===== config.mk =====
export PLATFORM = sky130hd
export DESIGN_NAME = hatch_fetch
export DESIGN_NICKNAME = d
export VERILOG_FILES = /design/src/rtl/hatch_fetch.sv
export SDC_FILE = /design/constraint.sdc
export NUM_CORES = 1
export LEC_CHECK = 0
export CAP_MARGIN = 20
export CORE_MARGIN = 3
export CORE_UTILIZATION = 40
export CTS_CLUSTER_DIAMETER = 40
export DETAILED_ROUTE_END_ITERATION = 10
export GPL_TIMING_DRIVEN = 0
export PLACE_DENSITY = 0.65
export SLEW_MARGIN = 0
export SYNTH_ARGS = -nofsm -noshare
export SYNTH_HDL_FRONTEND = slang
export SYNTH_SLANG_ARGS = --single-unit

===== constraint.sdc =====
create_clock -name clk -period 12.6 [get_ports clk]
set_input_delay 2.52 -clock clk [delete_from_list [all_inputs] [get_ports clk]]
set_output_delay 2.52 -clock clk [all_outputs]
set_load 0.05 [all_outputs]

===== src/rtl/hatch_fetch.sv =====
// hatch_fetch: answers hatch instruction-fetch requests by reading the
// 6-byte big-endian instruction at hatch_address from a 32-bit word memory,
// one read outstanding at a time, two or three words per instruction.
module hatch_fetch #(
    parameter logic [47:0] FILL_INSN = 48'h0,
    parameter int unsigned MEM_AW    = 30
) (
    input  logic              clk,
    input  logic              rst,
    input  logic [31:0]       hatch_address,
    output logic [47:0]       hatch_instruction,
    output logic              hatch_valid,
    output logic [MEM_AW-1:0] mem_addr,
    output logic              mem_rd,
    input  logic [31:0]       mem_rdata,
    input  logic              mem_rvalid
);

    typedef enum logic [1:0] {
        S_IDLE,
        S_ISSUE,
        S_WAIT,
        S_DONE
    } state_t;

    state_t            state;
    logic [31:0]       cur_addr;
    logic              cur_ok;
    logic [1:0]        word_idx;
    logic [63:0]       word_buf;

    logic              addr_new;
    logic              begin_fetch;
    logic [MEM_AW-1:0] start_word;
    logic [1:0]        offset;
    logic              last_word;
    logic [95:0]       line;
    logic [95:0]       aligned;
    logic [47:0]       insn;

    // Fetch-start decision and byte extraction from the captured words
    always_comb begin
        addr_new    = !cur_ok || (hatch_address != cur_addr);
        // A completing read for a stale address restarts immediately; its data is dropped.
        begin_fetch = (((state == S_IDLE) || (state == S_DONE)) && addr_new) ||
                      ((state == S_WAIT) && mem_rvalid && addr_new);
        start_word  = hatch_address[MEM_AW+1:2];
        offset      = cur_addr[1:0];
        last_word   = (word_idx == ((offset == 2'd3) ? 2'd2 : 2'd1));
        // Earliest word sits in the top bits; two-word fetches are left-justified.
        line        = (offset == 2'd3) ? {word_buf, mem_rdata}
                                       : {word_buf[31:0], mem_rdata, 32'h0};
        aligned     = line << {offset, 3'b000};
        insn        = aligned[95:48];
    end

    // Fetch FSM with registered memory-port and hatch outputs
    always_ff @(posedge clk or posedge rst) begin
        if (rst) begin
            state             <= S_IDLE;
            cur_addr          <= '0;
            cur_ok            <= 1'b0;
            word_idx          <= '0;
            word_buf          <= '0;
            mem_rd            <= 1'b0;
            mem_addr          <= '0;
            hatch_valid       <= 1'b0;
            hatch_instruction <= FILL_INSN;
        end else if (begin_fetch) begin
            state             <= S_ISSUE;
            cur_addr          <= hatch_address;
            cur_ok            <= 1'b1;
            word_idx          <= '0;
            mem_rd            <= 1'b1;
            mem_addr          <= start_word;
            hatch_valid       <= 1'b0;
            hatch_instruction <= FILL_INSN;
        end else begin
            case (state)
                S_ISSUE: begin
                    mem_rd <= 1'b0;
                    state  <= S_WAIT;
                end
                S_WAIT: begin
                    if (mem_rvalid) begin
                        if (last_word) begin
                            state             <= S_DONE;
                            hatch_valid       <= 1'b1;
                            hatch_instruction <= insn;
                        end else begin
                            word_buf <= {word_buf[31:0], mem_rdata};
                            word_idx <= word_idx + 2'd1;
                            mem_rd   <= 1'b1;
                            mem_addr <= mem_addr + 1'b1;
                            state    <= S_ISSUE;
                        end
                    end
                end
                S_IDLE, S_DONE: begin
                    state <= state;
                end
                default: state <= S_IDLE;
            endcase
        end
    end

endmodule


Word-level counts from Yosys, hierarchy flattened
Index checks and enable logic that the tools add are counted.
{ "classes": {"mux": 26, "n_shift": 1, "n_reduce_logical": 18, "n_addsub": 2, "eq_ne": 10, "n_bitwise": 2} }
{ "op_table": {"columns": ["cell", "count"], "rows": [
  ["$mux W48", 4],
  ["$mux W30", 4],
  ["$mux W96", 1],
  ["$shl A96 B5 Y96", 1],
  ["$ne A32 B32 Y1", 1],
  ["$add A30 B1 Y30 const B", 1],
  ["$mux W2", 8],
  ["$reduce_and A3 Y1", 3],
  ["$mux W1", 7],
  ["$eq A2 B2 Y1 const B", 3],
  ["$ne A3 B3 Y1 const B", 2],
  ["$reduce_bool A2 Y1", 3],
  ["$ne A2 B2 Y1 const B", 2],
  ["$pmux W2 S2", 1],
  ["$reduce_and A4 Y1", 1],
  ["$logic_and A1 B1 Y1", 3],
  ["$logic_or A1 B1 Y1", 3],
  ["$reduce_bool A3 Y1", 1],
  ["$add A2 B1 Y2 const B", 1],
  ["$eq A2 B1 Y1 const B", 1],
  ["$eq A2 B2 Y1", 1],
  ["$logic_not A2 Y1", 1],
  ["$not A1 Y1", 2],
  ["$pmux W1 S2", 1],
  ["other kinds (3)", 3]
]} }
{ "totals": {"inputBits": 67, "word_cells": 68, "ff_bits": 181} }

Depth between registers and ports, before layout
Gate-level depths: netlist of the first run.
{ "depth": {"depth_word": 7, "mapped_depth": 9, "mapped_depth_nobuf": 8} }

Worst setup path after synthesis of the first run
No wires, ideal clock.
{ "synth_path": {"kind": "input-to-reg", "start": "input port hatch_address[7]", "end": "register word_buf[10]", "setup_slack_ns": 8.339, "setup_time_ns": 0.125, "required_time_ns": 12.475, "t_arrival_ns": 4.135, "cell_stages": 8, "cell_sequence": "xnor2_1 nand4_1 nor4_1 nand2_1 or3_1 buf_6 buf_12 mux2_4"} }
{ "synth_via": {"elab_chain_len": 6, "word_cells_on_any_way": 7, "classes_between": "eq/ne: 1; bitwise: 1; reduce/logical: 5"} }
{ "synth_lines": {"columns": ["item", "line", "text"], "rows": [
  ["start: declaration", "10", "input logic [31:0] hatch_address,"],
  ["$ne A32 B32 Y1 (*)", "43", "addr_new = !cur_ok || (hatch_address != cur_addr);"],
  ["$logic_or A1 B1 Y1 (*)", "43", null],
  ["$logic_and A1 B1 Y1, on equally long branches", "45, 46", null],
  ["$logic_or A1 B1 Y1 (*)", "45", "begin_fetch = (((state == S_IDLE) || (state == S_DONE)) && addr_new) ||"],
  ["$not A1 Y1 (no source line) (*)", null, null],
  ["$reduce_and A4 Y1 (no source line) (*)", null, null],
  ["end signal: assignment", "91", "word_buf <= {word_buf[31:0], mem_rdata};"],
  ["end: declaration", "30", "logic [63:0] word_buf;"]
]} }
Every way passes the cells marked *; elsewhere a longest branch is shown, timed or not.
A chain may end at the register's enable or synchronous reset.

Worst setup path after layout of the first run
{ "layout_path": {"start": "input port hatch_address[7]", "end": "register hatch_instruction[6]"} }
{ "layout_via": {"elab_chain_len": 6, "word_cells_on_any_way": 10, "classes_between": "eq/ne: 1; mux: 1; reduce/logical: 8"} }
{ "layout_lines": {"columns": ["item", "line", "text"], "rows": [
  ["$ne A32 B32 Y1 (*)", "43", null],
  ["$logic_or A1 B1 Y1 (*)", "43", null],
  ["$logic_and A1 B1 Y1, on equally long branches", "45, 46", null],
  ["$logic_or A1 B1 Y1 (*)", "45", null],
  ["$reduce_bool A2 Y1 (no source line)", null, null],
  ["$reduce_and A3 Y1 (no source line)", null, null],
  ["end signal: assignment", "89", "hatch_instruction <= insn;"],
  ["end: declaration", "11", "output logic [47:0] hatch_instruction,"]
]} }
Marks and branches as above.

==> impl_metrics.json, run 1 <==
{
  "antenna_found_initial": 0,
  "synth_top_area_share_pct": 47.9,
  "cts.sinks": 157,
  "syn_inst": 567,
  "cp-end-kind": "flop",
  "status": "complete, no violations",
  "cts.root.buffer_cell": "clkbuf_16",
  "grt_usage_pct": 20.8,
  "final.fill_count": 1625,
  "post_drt_wl_per_cell_um": 22.0,
  "grt_pass1_vias": 6096,
  "critPathLaunchType": "input port",
  "drtIter0Drc": 405,
  "power_density_mw_per_mm2": 224,
  "placed_cells": 979,
  "num_vias": 5719,
  "synth_warnings": 0,
  "cts_tree": "built",
  "postRouteAntennaNets": 0,
  "skew_ns": 0.0102,
  "setup_tns_ns": 0,
  "dpl_cell_area_mm2": 0.0100,
  "seq_area_frac_synth_pct": 47.9,
  "rows": 51,
  "regArea_mm2": 0.00393,
  "r2r_cells": 7,
  "clk_latency_ns": 0.42,
  "fmax_mhz": 200,
  "synth_fp_nets": 637,
  "io_buffer_count": 146,
  "die_w_um": 149,
  "diodes": 0,
  "htreeDepth": 4,
  "dr.pass1.iters": 5,
  "synth_cell_type_count": 37,
  "clock_path_buffers": 2,
  "postRouteWirelength_um": 22300,
  "num-nets-final": 803,
  "synth-seq-cells": 157,
  "core_mm2": 0.0198,
  "die_area_mm2": 0.0223,
  "final.setup.worst_slack_ns": 7.60,
  "area_growth_pct": 29.5,
  "max_cap_viol_count": 0,
  "leakage_nw": 4.49,
  "place_ws_ns": 7.29,
  "die_h_um": 149,
  "yosys.area.top_type": "dfrtp_1",
  "rsz0062_at_grt": "false",
  "crit_arrival_ns": 5.36,
  "cts_hold_buf": 0,
  "total_power_mw": 2.38,
  "multi_input_area_mm2": 0.00399,
  "cts_buffers": 17,
  "hp-class": "flop to flop",
  "routed_via_density": 5.66,
  "finalCritPeriodShare_pct": 39.7,
  "worstMarginPinSlew_ns": 1.05,
  "postCtsSetupBuffers": 0,
  "critical_path_required_ns": 12.95,
  "ctsResizeCount": 0,
  "min_period_ns": 5.00,
  "grt_start_max_net_pins": 80,
  "grt_pass1_wl_um": 35500,
  "path_max_fanout": 10,
  "io_pins": 147,
  "hold_depth": 1,
  "final_area_mm2": 0.0106,
  "slew_headroom_pct": 30.3,
  "ys_top_cells_by_area": "dfrtp_1 (48%), mux4_2 (13%), mux2_2 (9.2%)",
  "avgSynthCellArea_um2": 14.5,
  "gp_congestion": 0.892,
  "worstSetupPathType": "input port to flop",
  "finalNonFillerCells": 1011,
  "start_util_pct": 41.5,
  "hold_viol": 0,
  "final_core_util_pct": 53.7,
  "hold_ws_ns": 0.503,
  "setup_viol": 0,
  "hpwl_um": 16000,
  "grt-ovfl-total": 0,
  "drive_gt1_share_pct": 29.0,
  "synthesis.area_mm2": 0.00821,
  "drc_errors": 0,
  "maxSlewViolCount": 0,
  "peakVddDrop_v": 0.000154,
  "clk_pin_slew_ns": 0.06
}
-- registers in the layout (all words and copies together), names as in the netlist --
signal	count
cur_ok	1
hatch_valid	1
hatch_instruction	48
state	2
mem_addr	30
word_buf	40
mem_rd	1
word_idx	2
cur_addr	32
-- per-layer routing --
metal | GRT usage (%) | share of wire [%]
met1 | 27.7 | 42
met2 | 32.9 | 48
met3 | 5.32 | 7.2
met4 | 7.96 | 2.7
met5 | 0 | 0
-- synth_stat cells --
| master | count |
|---|---|
| dfrtp_1 | 157 |
| mux2_2 | 67 |
| xnor2_1 | 55 |
| a22o_1 | 48 |
| mux4_2 | 48 |
| mux2_4 | 36 |
| nand4_1 | 25 |
| nand2_1 | 17 |
| buf_2 | 15 |
| nand3_1 | 13 |
| clkbuf_1 | 11 |
| a21oi_1 | 8 |
| and3_1 | 7 |
| inv_1 | 7 |
| nor2_1 | 6 |
| and4_1 | 5 |
| buf_12 | 5 |
| nor4_1 | 4 |
| xor2_1 | 4 |
| buf_1 | 3 |
| ha_1 | 3 |
| o21ai_0 | 3 |
| xnor2_2 | 3 |
| buf_6 | 2 |
| nor3_1 | 2 |
| nor4_2 | 2 |
| a211oi_2 | 1 |
| a222oi_1 | 1 |
| a31o_2 | 1 |
| and2_1 | 1 |
| and4b_1 | 1 |
| buf_4 | 1 |
| mux2i_1 | 1 |
| nand2_2 | 1 |
| nand2b_1 | 1 |
| o21a_1 | 1 |
| or3_1 | 1 |
-- path summary, 6_finish.rpt --
path | start | to | slack [ns]
setup / recovery | hatch_address[7] | hatch_instruction[6] | 7.60
hold / removal | hatch_valid | hatch_valid | 0.50
setup reg to reg | cur_addr[7] | hatch_instruction[6] | 9.82
hold reg to reg | hatch_valid | hatch_valid | 0.50
max in group asynchronous | rst | cur_addr[28] | 9.18
min in group asynchronous | rst | hatch_instruction[40] | 2.59
-- critical path, cell delays in order --
cell,delay [ns]
clkdlybuf4s50_1,0.46
xnor2_1,0.41
nand4_1,0.16
nor4_1,0.33
nand4_1,0.28
nor3_1,0.32
clkbuf_1,0.64
a22o_1,0.24
-- kinds of logic (layout without fill, tap and decap cells) --
family                   after synthesis  in the layout  synth area share, %
flip-flops                           157            157                 47.9
AND/OR/NAND/NOR                       86             86                 5.98
multiplexers                         152            152                 29.1
XOR/XNOR                              62             62                 6.89
adder cells (fa/ha/maj)                3              3                0.457
buffers and inverters                 44            223                 3.46
AO/OA/AOI/OAI                         63             63                 6.27
-- power by group --
part | total (mW) | internal (mW) | switching, mW
sequential | 0.719 | 0.618 | 0.102
clock | 0.519 | 0.301 | 0.219
combinational | 1.14 | 0.498 | 0.643
total | 2.38 | 1.42 | 0.963
-- cell type report --
cell class,count,area share [%]
timing repair buffer,147,14.0
tap,265,3.12
inverter,7,0.294
buffer,37,2.43
sequential,157,37.0
clock buffer,18,4.13
multi-input combinational,366,37.6
clock inverter,14,1.47
-- placed cells by master (no fill, tap or decap), drive strengths merged, types with 4 or more instances in the layout --
master	Yosys	final
clkbuf	11	29
inv	7	13
nand2	18	18
a21oi	8	8
mux4	48	48
and4	5	5
nor2	6	6
clkinvlp	0	4
a22o	48	48
mux2	103	103
xor2	4	4
and3	7	7
clkdlybuf4s50	0	146
xnor2	58	58
nor4	6	6
dfrtp	157	157
buf	26	27
nand3	13	13
nand4	25	25
Power figures use the tool's default switching activity.
==> run 2, diff against run 1 <==
==> constraint.sdc (replaced) <==
create_clock -name clk -period 5.1 [get_ports clk]
set_input_delay 1.02 -clock clk [delete_from_list [all_inputs] [get_ports clk]]
set_output_delay 1.02 -clock clk [all_outputs]
set_load 0.05 [all_outputs]
==> run 2 against run 1 <==
Effect of this change: clock power up 130%; hold slack worse by 0.010 ns; largest power group unchanged; wire length up 1.2%; die area unchanged; via count up 0.35%.
==> impl_metrics.json, run 2 (synthesized netlist as in run 1, its figures left out) <==
{
  "grt_pass1_vias": 6129,
  "postRouteWirelength_um": 22500,
  "top_regs": "hatch_instruction: 48 flops, word_buf: 40 flops, cur_addr: 32 flops",
  "cp_slowest_stage_delay_ns": 0.64,
  "crit_arrival_ns": 3.91,
  "num-nets-final": 807,
  "rsz0062_at_grt": "false",
  "io_buffer_count": 146,
  "power_density_mw_per_mm2": 546,
  "post_drt_wl_per_cell_um": 22.2,
  "postCtsSetupBuffers": 0,
  "die_w_um": 149,
  "clk_pin_slew_ns": 0.07,
  "hold_viol": 0,
  "rr_startpoint": "cur_addr[7]",
  "critPathLaunchType": "input port",
  "die_h_um": 149,
  "status": "complete, no violations",
  "drc_errors": 0,
  "area_growth_pct": 29.7,
  "layout_commonest_cell": "dfrtp_1",
  "dpl_cell_area_mm2": 0.0101,
  "fmax_mhz": 282,
  "slew_headroom_pct": 32.6,
  "ctsResizeCount": 0,
  "cp-end-kind": "flop",
  "critPathMostFrequentCell": "nand4_1",
  "hpwl_um": 16400,
  "core_mm2": 0.0198,
  "largest_reg_flops": 48,
  "grt_start_max_net_pins": 44,
  "setup_viol": 0,
  "num_vias": 5739,
  "top_register": "hatch_instruction",
  "endpoint": "hatch_instruction[5]",
  "gp_congestion": 0.898,
  "max_cap_viol_count": 0,
  "drive_gt1_share_pct": 29.2,
  "path_cells": "clkdlybuf4s50_1 > xnor2_1 > nand4_1 > nor4_1 > nand4_1 > nor3_1 > clkbuf_1 > a22o_1",
  "finalCritPeriodShare_pct": 69.5,
  "ff2ff_setup_slack_ns": 2.28,
  "diodes": 0,
  "htreeDepth": 4,
  "grt-ovfl-total": 0,
  "worstSetupPathType": "input port to flop",
  "dr.pass1.iters": 5,
  "min_period_ns": 3.55,
  "critPathLaunch": "hatch_address[7]",
  "peakVddDrop_v": 0.000446,
  "leakage_nw": 4.50,
  "clk_latency_ns": 0.43,
  "cpMaxStageDelayCell": "clkbuf_1",
  "cts.sinks": 157,
  "grt_usage_pct": 21.1,
  "rr_endpoint": "hatch_instruction[5]",
  "drtIter0Drc": 419,
  "hp-class": "flop to flop",
  "cts_hold_buf": 0,
  "rows": 51,
  "maxSlewViolCount": 0,
  "setup_tns_ns": 0,
  "cts_tree": "built",
  "path_max_fanout": 10,
  "cts.root.buffer_cell": "clkbuf_16",
  "cts_buffers": 17,
  "antenna_found_initial": 0,
  "critical_path_required_ns": 5.47,
  "postRouteAntennaNets": 0,
  "clock_path_buffers": 2,
  "routed_via_density": 5.66,
  "io_pins": 147,
  "grt_pass1_wl_um": 35900,
  "skew_ns": 0.0139,
  "r2r_cells": 7,
  "worstMarginPinSlew_ns": 1.01,
  "final_area_mm2": 0.0106,
  "start_util_pct": 41.5,
  "die_area_mm2": 0.0223,
  "layout_common_cells": "dfrtp_1 (157), clkdlybuf4s50_1 (146), mux2_2 (67)"
}
## run 2: changes by cell type in the layout (fill, tap and decap cells not counted)
cell / previous run / this run
clkinv_2: 1 / 2
inv_6: 7 / 6
buf_6: 2 / 3
clkinv_4: 1 / 2
buf_12: 5 / 9
bufinv_16: 2 / 0
inv_8: 0 / 1
buf_16: 1 / 0
clkinvlp_4: 4 / 3
## run 2: area by class of cell
cell class	count	area [um2]
multi-input cells	366	3990
repair buffers	151	1550
plain buffers	37	258
inverters	7	30.0
clock inverters	13	106
clock buffers	18	439
well taps	265	332
flip-flops and latches	157	3930
fillers	1644	9140
## run 2: critical path: cells and delay by family
family	cells	cell delay (ns)
AOI/OAI and AO/OA	1	0.23
buffers and inverters	2	1.12
and+or+nand+nor	4	1.15
xor gates and xnor gates	1	0.39
## run 2: stage by stage
step	setup WS (ns)	util (%)	power [mW]	instances	hold WS, ns
finish	1.55	53.8	5.80	1014	0.493
global route	1.37	53.8	6.12	1014	0.525
CTS	1.66	53.7	5.84	1013	0.499
detailed placement	1.24	51.0	4.63	982	0.483
global placement	0.755	50.6	4.55	978	0.477
floorplan	2.09	-	3.78	567	0.456
## run 2: worst min-delay path by stage
stage / endpoint / depth (start not counted) / from / slack [ns]
after floorplan: cur_ok / 1 / cur_ok / 0.46
after global placement: hatch_valid / 1 / hatch_valid / 0.48
after detailed placement: hatch_valid / 1 / hatch_valid / 0.48
after CTS: hatch_valid / 1 / hatch_valid / 0.50
after global routing: hatch_instruction[27] / 1 / hatch_instruction[27] / 0.53
final: hatch_valid / 1 / hatch_valid / 0.49
## run 2: power breakdown
| group | internal [mW] | total [mW] | switching, mW | leakage [nW] |
|---|---|---|---|---|
| Clock | 0.644 | 1.18 | 0.540 | 0.266 |
| Combinational | 1.24 | 2.84 | 1.59 | 2.19 |
| Sequential | 1.53 | 1.78 | 0.258 | 2.04 |
## run 2: metal layers
layer	track usage, %	wire (um)
met4	6.04	381
met2	34.1	11000
met1	27.9	9420
met5	0	0
met3	6.02	1730
